**config.mk**
```make
export PLATFORM = sky130hd
export DESIGN_NAME = readout_ctrl
export DESIGN_NICKNAME = d
export VERILOG_FILES = /design/src/rtl/readout_pkg.sv /design/src/rtl/readout_ctrl.sv
export SDC_FILE = /design/constraint.sdc
export NUM_CORES = 1
export LEC_CHECK = 0
export CELL_PAD_IN_SITES_DETAIL_PLACEMENT = 0
export CELL_PAD_IN_SITES_GLOBAL_PLACEMENT = 1
export CORE_ASPECT_RATIO = 1.75
export CORE_MARGIN = 4
export CORE_UTILIZATION = 30
export CTS_BUF_LIST = sky130_fd_sc_hd__clkbuf_2 sky130_fd_sc_hd__clkbuf_4 sky130_fd_sc_hd__clkbuf_8
export DETAILED_ROUTE_END_ITERATION = 16
export PLACE_DENSITY_LB_ADDON = 0.1
export SLEW_MARGIN = 20
export SYNTH_ARGS = -nofsm -noshare
export SYNTH_HDL_FRONTEND = slang
export SYNTH_SLANG_ARGS = --single-unit
```
**constraint.sdc**
```tcl
create_clock -name clk -period 5.7 [get_ports clk]
set_clock_uncertainty 0.2 [all_clocks]
set_input_delay 0.57 -clock clk [delete_from_list [all_inputs] [get_ports clk]]
set_output_delay 0.57 -clock clk [all_outputs]
set_load 0.02 [all_outputs]
```
**src/rtl/readout_pkg.sv**
```systemverilog
// Shared definitions for the readout buffer path.
// Holds the default buffer geometry and the controller state encoding.
// The buffer and readout_ctrl both import this package, so their widths stay consistent.
package readout_pkg;

    localparam int unsigned DEF_DATBITS = 24;
    localparam int unsigned DEF_ADDBITS = 8;

    typedef enum logic [1:0] {
        ST_IDLE  = 2'd0,
        ST_FILL  = 2'd1,
        ST_DRAIN = 2'd2
    } state_e;

endpackage

```
**src/rtl/readout_ctrl.sv**
```systemverilog
// readout_ctrl: sequencer for a single-port-write / async-read readout buffer.
// It fills the buffer with one event from the front-end stream, then drains that
// event in write order to the host stream. Filling and draining never overlap.
//
// Ports:
//   clk, rst              clock; asynchronous active-high reset
//   clr_ovf               synchronous clear of the sticky overflow flag
//   in_valid/in_data/in_end/in_ready   front-end valid/ready stream (in_end marks last word)
//   buf_we/buf_waddr/buf_wdata         buffer write port (write lands in the accept cycle)
//   buf_rd/buf_raddr/buf_rdata         buffer async read port
//   out_valid/out_data/out_last/out_ready  host valid/ready stream
//   evt_words             word count of the current or most recent event
//   overflow              sticky: an event was truncated at buffer capacity
//   busy                  controller is not idle
module readout_ctrl
    import readout_pkg::*;
#(
    parameter int unsigned DATBITS = DEF_DATBITS,
    parameter int unsigned ADDBITS = DEF_ADDBITS
) (
    input  logic               clk,
    input  logic               rst,
    input  logic               clr_ovf,
    input  logic               in_valid,
    input  logic [DATBITS-1:0] in_data,
    input  logic               in_end,
    output logic               in_ready,
    output logic               buf_we,
    output logic [ADDBITS-1:0] buf_waddr,
    output logic [DATBITS-1:0] buf_wdata,
    output logic               buf_rd,
    output logic [ADDBITS-1:0] buf_raddr,
    input  logic [DATBITS-1:0] buf_rdata,
    output logic               out_valid,
    output logic [DATBITS-1:0] out_data,
    output logic               out_last,
    input  logic               out_ready,
    output logic [ADDBITS:0]   evt_words,
    output logic               overflow,
    output logic               busy
);

    // Full-buffer word count; needs the extra bit, hence ADDBITS+1 wide counters.
    localparam logic [ADDBITS:0] CAP = {1'b1, {ADDBITS{1'b0}}};
    localparam logic [ADDBITS:0] ONE = {{ADDBITS{1'b0}}, 1'b1};

    state_e           state_q, state_d;
    logic [ADDBITS:0] wptr_q, wptr_d;
    logic [ADDBITS:0] rptr_q, rptr_d;
    logic [ADDBITS:0] evt_q, evt_d;
    logic [ADDBITS:0] evt_inc;
    logic             ovf_q, ovf_d;
    logic             ovf_set;

    assign evt_inc = evt_q + ONE;

    always_ff @(posedge clk or posedge rst) begin
        if (rst) begin
            state_q <= ST_IDLE;
            wptr_q  <= '0;
            rptr_q  <= '0;
            evt_q   <= '0;
            ovf_q   <= 1'b0;
        end else begin
            state_q <= state_d;
            wptr_q  <= wptr_d;
            rptr_q  <= rptr_d;
            evt_q   <= evt_d;
            ovf_q   <= ovf_d;
        end
    end

    always_comb begin
        state_d   = state_q;
        wptr_d    = wptr_q;
        rptr_d    = rptr_q;
        evt_d     = evt_q;
        ovf_set   = 1'b0;
        in_ready  = 1'b0;
        buf_we    = 1'b0;
        buf_waddr = '0;
        buf_wdata = '0;
        buf_rd    = 1'b0;
        buf_raddr = '0;
        out_valid = 1'b0;
        out_data  = '0;
        out_last  = 1'b0;

        unique case (state_q)
            ST_IDLE: begin
                in_ready  = 1'b1;
                buf_we    = in_valid;
                buf_wdata = in_data;
                if (in_valid) begin
                    wptr_d  = ONE;
                    evt_d   = ONE;
                    state_d = in_end ? ST_DRAIN : ST_FILL;
                end
            end
            ST_FILL: begin
                in_ready  = 1'b1;
                buf_we    = in_valid;
                buf_waddr = wptr_q[ADDBITS-1:0];
                buf_wdata = in_data;
                if (in_valid) begin
                    wptr_d = wptr_q + ONE;
                    evt_d  = evt_inc;
                    if (in_end) begin
                        state_d = ST_DRAIN;
                    end else if (evt_inc == CAP) begin
                        // Truncate: remaining words stall and begin the next event.
                        state_d = ST_DRAIN;
                        ovf_set = 1'b1;
                    end
                end
            end
            ST_DRAIN: begin
                buf_rd    = 1'b1;
                buf_raddr = rptr_q[ADDBITS-1:0];
                out_valid = 1'b1;
                out_data  = buf_rdata;
                out_last  = (rptr_q == evt_q - ONE);
                if (out_ready) begin
                    rptr_d = rptr_q + ONE;
                    if (out_last) begin
                        state_d = ST_IDLE;
                        wptr_d  = '0;
                        rptr_d  = '0;
                    end
                end
            end
            default: begin
                state_d = ST_IDLE;
            end
        endcase
    end

    // Set wins over clear in the same cycle.
    always_comb begin
        ovf_d = ovf_q;
        if (ovf_set) begin
            ovf_d = 1'b1;
        end else if (clr_ovf) begin
            ovf_d = 1'b0;
        end
    end

    assign evt_words = evt_q;
    assign overflow  = ovf_q;
    assign busy      = (state_q != ST_IDLE);

endmodule

```
### Word level (Yosys, flattened, before mapping)

Index checks and enable logic that the tools add are counted.

* register bits: 30
* input bits: 54
* output and inout port bits: 80
* logic and storage cells: 58

* add/subtract/negate cells: 4
* equality and inequality tests: 9
* mux-type cells: 30
* reductions and logical operators: 10

Operators by type and width (number)
* $mux W9: 6
* $mux W24: 2
* $add A9 B1 Y9 const B: 3
* $pmux W9 S3: 1
* $pmux W9 S2: 1
* $mux W8: 2
* $mux W2: 7
* $mux W1: 10
* $reduce_and A5 Y1: 2
* $eq A9 B9 Y1: 1
* $eq A9 B9 Y1 const B: 1
* $sub A9 B1 Y9 const B: 1
* $ne A2 B2 Y1 const B: 4
* $pmux W2 S3: 1
* $reduce_bool A2 Y1: 3
* $ne A3 B3 Y1 const B: 1
* $reduce_and A3 Y1: 1
* $reduce_bool A3 Y1: 1
* $eq A2 B1 Y1 const B: 1
* $eq A2 B2 Y1 const B: 1
* $logic_not A2 Y1: 1
* $reduce_and A2 Y1: 1
* $reduce_or A2 Y1: 1

### Depth between registers and ports, before layout

Gate-level depths: netlist of run 1.

* depth in word-level cells: 7
* gate-level depth with buffers: 11
* depth with buffers taken out: 9

### Least setup slack after synthesis of run 1

OpenSTA, ideal clock, no wires.

* kind: reg2out
* from: reg evt_q[0], in the netlist evt_words[0]
* to: out out_last
* data arrival time: 2626 ps
* required time: 4930 ps
* path slack: 2304 ps
* cell stages (with the launch flop): 8
* path buffers: 1
* path through: dfrtp_1 -> buf_6 -> or4_4 -> or4_1 -> a21oi_1 -> o21ai_1 -> nor3_2 -> and2_1

* longest elaborated chain between the ends: 3

Ends and longest elaborated chain
* start, declared: line readout_ctrl.sv:50 `logic [ADDBITS:0] evt_q, evt_d;`
* start signal, assigned: line readout_ctrl.sv:68 `evt_q <= evt_d;`
* $sub A9 B1 Y9: line readout_ctrl.sv:122 `out_last = (rptr_q == evt_q - ONE);`
* $eq A9 B9 Y1: line readout_ctrl.sv:122
* $mux W1: line readout_ctrl.sv:89 `unique case (state_q)`
* end, declared: line readout_ctrl.sv:36 `output logic out_last,`

Every way passes these cells.

### Worst setup path in the final report of run 1

Ends and elaborated chain as after synthesis.

==> impl_metrics.py, run 1 <==
metrics = {
    "status": {
        "outcome": "finished clean",
    },
    "pwr": {
        "powerDensity_mw_per_mm2": 421,
        "p_leak_nw": 1.56,
        "ir_drop_mv": 0.297,
    },
    "synth": {
        "synth_area_mm2": 0.00243,
        "synth_area_leader_cell": "dfrtp_1",
        "yosysTopAreaCellShare": 0.299,
        "synth_edf_count": 0,
        "ys_seq_area_frac": 0.299,
        "synth_flop_cell": "dfrtp_1",
        "async_flop_share": 1.00,
        "syn_area_per_cell_um2": 7.88,
        "ys_warn_count": 0,
        "netlist_instances": 308,
        "synth_fp_nets": 370,
        "synth.distinct_cells": 51,
        "yosys_register_bits": 29,
        "netlist_top_cells_area": "dfrtp_1 30%, and2_1 11%, nor2b_1 6.4%",
    },
    "die": {
        "die_y_um": 127,
        "io-pin-count": 134,
        "fp-row-count": 43,
        "core_area_mm2": 0.00791,
        "chipWidth_um": 76.0,
        "start_util": 0.307,
        "fp.dieArea_mm2": 0.00965,
    },
    "sta": {
        "rsz0062_at_grt": "false",
        "period_share": 0.790,
        "fin_crit_ns": 4.50,
        "worstMarginPinSlew_ns": 0.578,
        "hold_viol_final": 0,
        "finalWorstSetupSlack_ns": 1.20,
        "slew_viol_final": 0,
        "setup_violations": 0,
        "tns_ns": 0,
        "whs_ns": 0.316,
        "fmaxAchievable_mhz": 222,
        "slew_headroom": 0.612,
    },
    "final_layout": {
        "final_cell_mix": "133 x clkdlybuf4s50_1, 43 x and2_1, 29 x dfrtp_1",
        "drive_gt1_frac": 0.0465,
        "multi_input_area_mm2": 0.00157,
        "seq_area_um2": 726,
        "syn2layout_area_growth_pct": 61.6,
        "final_cell_count_no_fill": 520,
        "nFillCells": 791,
        "num_antenna_cells": 0,
        "fin_nets": 491,
        "layout_commonest_cell": "clkdlybuf4s50_1",
    },
    "route": {
        "drt-total-wl_um": 7980,
        "dr.pass1.iters": 4,
        "vias": 2605,
        "initialDrtViolationCount": 72,
        "drc_errors": 0,
        "vias_per_cell": 5.01,
        "wire_per_inst_um": 15.3,
        "ant_nets": 0,
    },
    "clock_network": {
        "postCtsSetupBuffers": 0,
        "cts_resized": 0,
        "htreeDepth": 2,
        "cts_buffer_depth": 2,
        "cts_tree": "yes",
        "clk_pin_slew_ns": 0.07,
        "cts_root_buf": "clkbuf_8",
        "cts_sinks": 29,
        "cts_inserted_buffers": 5,
        "clkLatencyLatePin_ns": 0.28,
        "hold_buffers": 0,
    },
    "worst_setup_path": {
        "crit_buf_inv": 2,
        "cp_top_family": "simple AND/OR/NAND/NOR gates",
        "crit_path_end_kind": "output port",
        "crit_cells": 9,
        "cp_max_fo": 11,
        "cp.required_ns": 4.93,
        "max_stage_delay_ns": 0.62,
        "crit_chain": "inv_1 -> ha_1 -> nor3b_1 -> a21oi_1 -> a2111oi_0 -> o21ai_1 -> nor3_2 -> and2_1 -> clkdlybuf4s50_1",
        "slowest_stage": "clkdlybuf4s50_1",
        "crit_type": "flop to output port",
        "crit_arrival_ns": 3.73,
        "ff2ff_path_depth": 9,
        "r2r_slack_ns": 2.01,
        "startpoint_type": "flop",
    },
    "grt": {
        "first_global_vias": 2717,
        "grt_pass1_wl_um": 13100,
        "grt_overflow_total": 0,
        "antenna_found_initial": 0,
        "gr-usage-all-layers": 0.164,
        "grt_max_degree": 42,
    },
    "placed_design": {
        "placed_cells": 512,
        "port_buffers": 133,
        "hpwlAfterDp_um": 6370,
        "dpl_worst_slack_ns": 1.43,
        "gp_congestion": 0.792,
    },
    "worst_hold_path": {
        "worstHoldPathType": "flop to flop",
        "hold_depth": 1,
    },
    "run": {
        "maxCapViolCount": 0,
    },
}
## Yosys cell counts, types with 2 or more instances
| cell | n |
|---|---|
| inv_1 | 11 |
| and2_1 | 43 |
| a21o_1 | 3 |
| o31ai_2 | 2 |
| and3_1 | 6 |
| nor2b_1 | 25 |
| o31ai_1 | 5 |
| a31oi_1 | 4 |
| nand2b_1 | 6 |
| xnor2_1 | 8 |
| o22ai_1 | 2 |
| nor3b_1 | 2 |
| or2_2 | 2 |
| nand3_1 | 16 |
| or3_1 | 3 |
| nor3_1 | 5 |
| nand2_1 | 23 |
| clkbuf_1 | 18 |
| a22o_1 | 5 |
| dfrtp_1 | 29 |
| xor2_1 | 7 |
| o21ai_0 | 9 |
| o2bb2ai_1 | 2 |
| a21oi_1 | 14 |
| o21ai_1 | 16 |
| nor2_1 | 9 |
| nand4_1 | 2 |
| ha_1 | 8 |
## report_power, final
| part | switching, mW | internal [mW] | leakage (nW) | total [mW] |
|---|---|---|---|---|
| Sequential | 0.0637 | 0.240 | 0.378 | 0.303 |
| Clock | 0.0824 | 0.147 | 0.0619 | 0.230 |
| Combinational | 0.600 | 0.518 | 1.12 | 1.12 |
| Total | 0.746 | 0.905 | 1.56 | 1.65 |
## kinds of logic after synthesis
logic type      share of synthesized area
xor+xnor                           0.0542
compound gates                      0.195
fa+ha+maj                          0.0413
flops                               0.299
simple gates                        0.350
buf+inv                            0.0562
mux                               0.00413
## cell type report
class,count,share of cell area
multi-input cells,246,0.400
repair buffers,136,0.345
flip-flops and latches,29,0.185
well taps,90,0.0287
clock buffers,7,0.0230
inverters,11,0.0105
clock inverters,1,0.00766
## sequential cells by signal (all words and copies together) (netlist names)
name / cells
evt_words: 9
rptr_q: 9
wptr_q: 8
state_q: 2
overflow: 1
## stage by stage
step                      power, mW  utilization  cell area (µm²)
final                          1.65        0.496             3920
after detailed placement       1.44        0.480             3800
after global routing           1.79        0.496             3920
after CTS                      1.68        0.495             3920
after global placement         1.44        0.480             3800
after floorplan               0.970            -             2430
## worst paths after layout
| path | to | from |
|---|---|---|
| worst max-delay path | out_last | evt_words[0]$_DFFE_PP0P_ |
| worst min-delay path | wptr_q[7]$_DFFE_PP0P_ | wptr_q[7]$_DFFE_PP0P_ |
| worst max register to register | wptr_q[6]$_DFFE_PP0P_ | evt_words[0]$_DFFE_PP0P_ |
| worst min register to register | wptr_q[7]$_DFFE_PP0P_ | wptr_q[7]$_DFFE_PP0P_ |
| max in group asynchronous | evt_words[1]$_DFFE_PP0P_ | rst |
| min in group asynchronous | rptr_q[6]$_DFFE_PP0P_ | rst |
## routing by layer
metal / vias up / part of all wire / wire, µm / global-route usage
met3: 15 / 0.075 / 595 / 0.0490
met4: 0 / 0.021 / 165 / 0.0587
met1: 1179 / 0.36 / 2850 / 0.166
met5: - / 0 / 0 / 0
li1: 1299 / - / - / -
met2: 112 / 0.55 / 4360 / 0.309
Note: power is estimated with default switching activity, not from simulation.
==> run 2: changes to the inputs <==
--- a/config.mk
+++ b/config.mk
@@ -9,7 +9,7 @@
 export CELL_PAD_IN_SITES_GLOBAL_PLACEMENT = 1
 export CORE_ASPECT_RATIO = 1.75
 export CORE_MARGIN = 4
-export CORE_UTILIZATION = 30
+export CORE_UTILIZATION = 28
 export CTS_BUF_LIST = sky130_fd_sc_hd__clkbuf_2 sky130_fd_sc_hd__clkbuf_4 sky130_fd_sc_hd__clkbuf_8
 export DETAILED_ROUTE_END_ITERATION = 16
 export PLACE_DENSITY_LB_ADDON = 0.1
==> constraint.sdc (replaced) <==
create_clock -name clk -period 4.7 [get_ports clk]
set_clock_uncertainty 0.2 [all_clocks]
set_input_delay 0.47 -clock clk [delete_from_list [all_inputs] [get_ports clk]]
set_output_delay 0.47 -clock clk [all_outputs]
set_load 0.02 [all_outputs]
==> impl_metrics.py, run 2 (synthesis gave the netlist of run 1 again) <==
metrics = {
    "pwr": {
        "seqPwrFrac": 0.187,
        "pwr-share-comb": 0.692,
        "ir_drop_mv": 0.421,
        "power_mw": 1.96,
        "powerDensity_mw_per_mm2": 498,
        "p_switching_mw": 0.912,
        "sw_frac_of_total": 0.464,
        "internal_power_mw": 1.05,
        "clkPwrFrac": 0.121,
        "p_leak_nw": 1.56,
    },
    "grt": {
        "grt_overflow_total": 0,
        "grt_pass1_wl_um": 12800,
        "antenna_found_initial": 0,
        "gr-usage-all-layers": 0.154,
        "first_global_vias": 2612,
        "grt_max_degree": 42,
    },
    "placed_design": {
        "hpwlAfterDp_um": 6230,
        "gp_congestion": 0.817,
        "port_buffers": 133,
        "placed_cells": 538,
    },
    "die": {
        "die_y_um": 131,
        "start_util": 0.290,
        "fp-row-count": 44,
        "core_area_mm2": 0.00837,
        "io-pin-count": 134,
        "fp.dieArea_mm2": 0.0103,
        "chipWidth_um": 78.4,
    },
    "worst_hold_path": {
        "worstHoldPathType": "input port to asynchronous set/reset pin",
    },
    "final_layout": {
        "syn2layout_area_growth_pct": 62.4,
        "final_cell_count_no_fill": 546,
        "num_antenna_cells": 0,
        "drive_gt1_frac": 0.0487,
        "final_core_util": 0.471,
        "final_cell_mix": "133 x clkdlybuf4s50_1, 43 x and2_1, 29 x dfrtp_1",
        "layout_commonest_cell": "clkdlybuf4s50_1",
        "fin_nets": 492,
    },
    "route": {
        "drc_errors": 0,
        "vias_per_cell": 4.83,
        "initialDrtViolationCount": 85,
        "vias": 2639,
        "dr.pass1.iters": 4,
        "ant_nets": 0,
        "wire_per_inst_um": 14.6,
        "drt-total-wl_um": 7970,
    },
    "sta": {
        "slew_headroom": 0.512,
        "slew_viol_final": 0,
        "period_share": 0.865,
        "hold_viol_final": 0,
        "rsz0062_at_grt": "false",
        "fmaxAchievable_mhz": 246,
        "setup_violations": 0,
        "worstMarginPinSlew_ns": 0.725,
        "tns_ns": 0,
        "fin_crit_ns": 4.07,
    },
    "clock_network": {
        "clk_pin_slew_ns": 0.07,
        "cts_tree": "yes",
        "clkLatencyLatePin_ns": 0.29,
        "cts_root_buf": "clkbuf_8",
        "cts_buffer_depth": 2,
        "hold_buffers": 0,
        "cts_sinks": 29,
        "cts_inserted_buffers": 5,
        "htreeDepth": 2,
        "cts_resized": 0,
        "postCtsSetupBuffers": 0,
    },
    "worst_setup_path": {
        "r2r-start": "evt_words[0]$_DFFE_PP0P_",
        "crit_start": "evt_words[0]$_DFFE_PP0P_",
        "max_stage_delay_ns": 0.60,
        "crit_arrival_ns": 3.40,
        "cp_top_family": "buffers and inverters",
        "crit_path_end_kind": "output port",
        "slowest_stage": "clkdlybuf4s50_1",
        "cp_max_fo": 11,
        "cp.required_ns": 4.03,
        "startpoint_type": "flop",
        "crit_chain": "inv_1 -> ha_1 -> nor3b_1 -> a21oi_1 -> a2111oi_0 -> o21ai_1 -> nor3_2 -> buf_4 -> and2_1 -> clkdlybuf4s50_1",
        "r2r_slack_ns": 1.12,
        "crit_type": "flop to output port",
        "crit_buf_inv": 3,
    },
    "status": {
        "outcome": "finished clean",
    },
    "run": {
        "maxCapViolCount": 0,
    },
}
## run 2: cell types whose count changed in the layout (fill, tap and decap cells not counted)
cell,delta
clkbuf_8,+1
clkinv_2,+1
bufinv_16,-1
buf_4,+1
clkbuf_4,-1
## run 2: final cells by class
cell class              instances  area [µm²]
fillers                       853        4430
multi-input cells             246        1570
flip-flops and latches         29         726
inverters                      11        41.3
well taps                     115         144
repair buffers                137        1360
clock inverters                 1        5.00
clock buffers                   7        96.3
## run 2: path summary, 6_finish.rpt
check | end | depth (start not counted)
setup reg to reg | wptr_q[6]$_DFFE_PP0P_ | 9
min in group clk | wptr_q[7]$_DFFE_PP0P_ | 1
max in group asynchronous | evt_words[8]$_DFFE_PP0P_ | 3
hold reg to reg | wptr_q[7]$_DFFE_PP0P_ | 1
setup / recovery | out_last | 10
hold / removal | wptr_q[3]$_DFFE_PP0P_ | 2
## run 2: metrics by stage
stage | area, µm² | hold WS [ns] | setup slack [ns]
2_1_floorplan | 2430 | 0.257 | 1.40
3_3_place_gp | 3840 | 0.278 | 0.980
3_5_place_dp | 3840 | 0.291 | 0.932
4_1_cts | 3940 | 0.150 | 0.595
5_1_grt | 3940 | 0.173 | 0.295
6_report | 3940 | 0.157 | 0.634
## run 2: power groups by stage
stage | Sequential, mW | Combinational [mW] | Clock [mW]
6_report | 0.367 | 1.36 | 0.237
5_1_grt | 0.378 | 1.48 | 0.256
4_1_cts | 0.369 | 1.39 | 0.247
3_5_place_dp | 0.374 | 1.38 | 0
3_3_place_gp | 0.370 | 1.38 | 0
2_1_floorplan | 0.341 | 0.835 | 0
## run 2: per-layer routing
layer,track usage,share of wire
met5,0,0
met4,0.0749,0.031
met3,0.0445,0.079
met2,0.278,0.51
met1,0.160,0.38
==> run 3: changes to the inputs <==
==> constraint.sdc (replaced) <==
create_clock -name clk -period 4.7 [get_ports clk]
set_clock_uncertainty 0.2 [all_clocks]
set_input_delay 0.47 -clock clk [delete_from_list [all_inputs] [get_ports clk]]
set_output_delay 0.47 -clock clk [all_outputs]
set_load 0.01 [all_outputs]
==> impl_metrics.py, run 3 (synthesis gave the netlist of run 1 again) <==
metrics = {
    "clock_network": {
        "clkLatencyLatePin_ns": 0.28,
        "cts_sinks": 29,
        "postCtsSetupBuffers": 0,
        "clk_pin_slew_ns": 0.07,
        "cts_inserted_buffers": 5,
        "htreeDepth": 2,
        "cts_resized": 0,
        "cts_tree": "yes",
        "cts_buffer_depth": 2,
        "hold_buffers": 0,
        "cts_root_buf": "clkbuf_8",
    },
    "worst_setup_path": {
        "crit_type": "flop to output port",
        "max_stage_delay_ns": 0.54,
        "ff2ff_path_depth": 9,
        "cp_max_fo": 11,
        "startpoint_type": "flop",
        "crit_chain": "inv_1 -> ha_1 -> nor3b_1 -> a21oi_1 -> a2111oi_0 -> o21ai_1 -> nor3_2 -> buf_4 -> and2_1 -> clkdlybuf4s50_1",
        "r2r_slack_ns": 1.12,
        "crit_arrival_ns": 3.34,
        "slowest_stage": "clkdlybuf4s50_1",
        "crit_path_end_kind": "output port",
        "cp.required_ns": 4.03,
    },
    "final_layout": {
        "final_cell_mix": "133 x clkdlybuf4s50_1, 43 x and2_1, 29 x dfrtp_1",
        "syn2layout_area_growth_pct": 62.4,
        "num_antenna_cells": 0,
        "drive_gt1_frac": 0.0487,
        "fin_nets": 492,
        "multi_input_area_mm2": 0.00157,
        "nFillCells": 865,
        "seq_area_um2": 726,
        "layout_commonest_cell": "clkdlybuf4s50_1",
        "final_area_mm2": 0.00394,
    },
    "route": {
        "dr.pass1.iters": 4,
        "ant_nets": 0,
        "highest_layer": "met4",
        "drt-total-wl_um": 7930,
        "wire_per_inst_um": 14.5,
        "met3WireLength_um": 651,
        "vias_per_cell": 4.82,
        "vias": 2633,
        "wl_met1_um": 2920,
        "drc_errors": 0,
        "initialDrtViolationCount": 65,
        "met2_length_um": 4220,
    },
    "sta": {
        "rsz0062_at_grt": "false",
        "slew_viol_final": 0,
        "fmaxAchievable_mhz": 250,
        "setup_violations": 0,
        "whs_ns": 0.249,
        "hold_viol_final": 0,
        "tns_ns": 0,
        "worstMarginPinSlew_ns": 0.663,
        "fin_crit_ns": 4.01,
        "finalWorstSetupSlack_ns": 0.695,
        "slew_headroom": 0.554,
        "period_share": 0.852,
    },
    "placed_design": {
        "gp_congestion": 0.784,
        "dpl-instance-area_mm2": 0.00384,
        "hpwlAfterDp_um": 6360,
        "port_buffers": 133,
        "dpl_worst_slack_ns": 0.946,
    },
    "grt": {
        "grt_overflow_total": 0,
        "grt_max_degree": 42,
        "antenna_found_initial": 0,
        "grt_pass1_wl_um": 13100,
        "gr-usage-all-layers": 0.158,
        "first_global_vias": 2727,
    },
    "die": {
        "fp-row-count": 44,
        "core_area_mm2": 0.00837,
        "die_y_um": 131,
        "io-pin-count": 134,
        "fp.dieArea_mm2": 0.0103,
        "start_util": 0.290,
        "chipWidth_um": 78.4,
    },
    "pwr": {
        "clkPwrFrac": 0.130,
        "p_leak_nw": 1.56,
        "p_switching_mw": 0.745,
        "sw_frac_of_total": 0.415,
        "seqPwrFrac": 0.205,
        "powerDensity_mw_per_mm2": 456,
        "ir_drop_mv": 0.210,
        "internal_power_mw": 1.05,
        "pwr-share-comb": 0.665,
    },
    "status": {
        "outcome": "finished clean",
    },
    "run": {
        "maxCapViolCount": 0,
    },
    "worst_hold_path": {
        "worstHoldPathType": "input port to asynchronous set/reset pin",
    },
}
run 3: path summary, 6_finish.rpt:
kind / startpoint / end
worst max-delay path: evt_words[0]$_DFFE_PP0P_ / out_last
worst min-delay path: rst / rptr_q[4]$_DFFE_PP0P_
worst max register to register: evt_words[0]$_DFFE_PP0P_ / wptr_q[6]$_DFFE_PP0P_
worst min register to register: wptr_q[7]$_DFFE_PP0P_ / wptr_q[7]$_DFFE_PP0P_
max in group asynchronous: rst / evt_words[8]$_DFFE_PP0P_
min in group clk: wptr_q[7]$_DFFE_PP0P_ / wptr_q[7]$_DFFE_PP0P_
run 3: cell type report:
class,count,area share
sequential,29,0.184
clock inverter,1,0.00127
clock buffer,7,0.0245
multi-input combinational,246,0.398
inverter,11,0.0105
tap,115,0.0365
timing repair buffer,137,0.346
run 3: per-layer routing:
| layer | up-vias | global-route usage |
|---|---|---|
| met5 | - | 0 |
| li1 | 1300 | - |
| met3 | 9 | 0.0479 |
| met2 | 115 | 0.294 |
| met1 | 1209 | 0.160 |
| met4 | 0 | 0.0623 |
run 3: worst max-delay path: cells and delay by family (launching register included):
family | cells | cell delay [ns]
flip-flops | 1 | 0.50
adder cells (fa/ha/maj) | 1 | 0.24
AND/OR/NAND/NOR | 3 | 0.75
buffers and inverters | 3 | 0.83
AO/OA/AOI/OAI | 3 | 0.72
run 3: power groups by stage:
stage | combinational [mW] | sequential [mW] | clock, mW
2_1_floorplan | 0.679 | 0.335 | 0
5_1_grt | 1.32 | 0.380 | 0.249
3_5_place_dp | 1.21 | 0.375 | 0
6_report | 1.19 | 0.368 | 0.234
4_1_cts | 1.22 | 0.369 | 0.242
3_3_place_gp | 1.22 | 0.370 | 0
run 3: through the flow:
step | power (mW) | cells | utilization
finish | 1.80 | 546 | 0.471
global route | 1.95 | 546 | 0.471
CTS | 1.83 | 546 | 0.471
detailed placement | 1.59 | 538 | 0.458
global placement | 1.59 | 538 | 0.458
floorplan | 1.01 | 308 | -
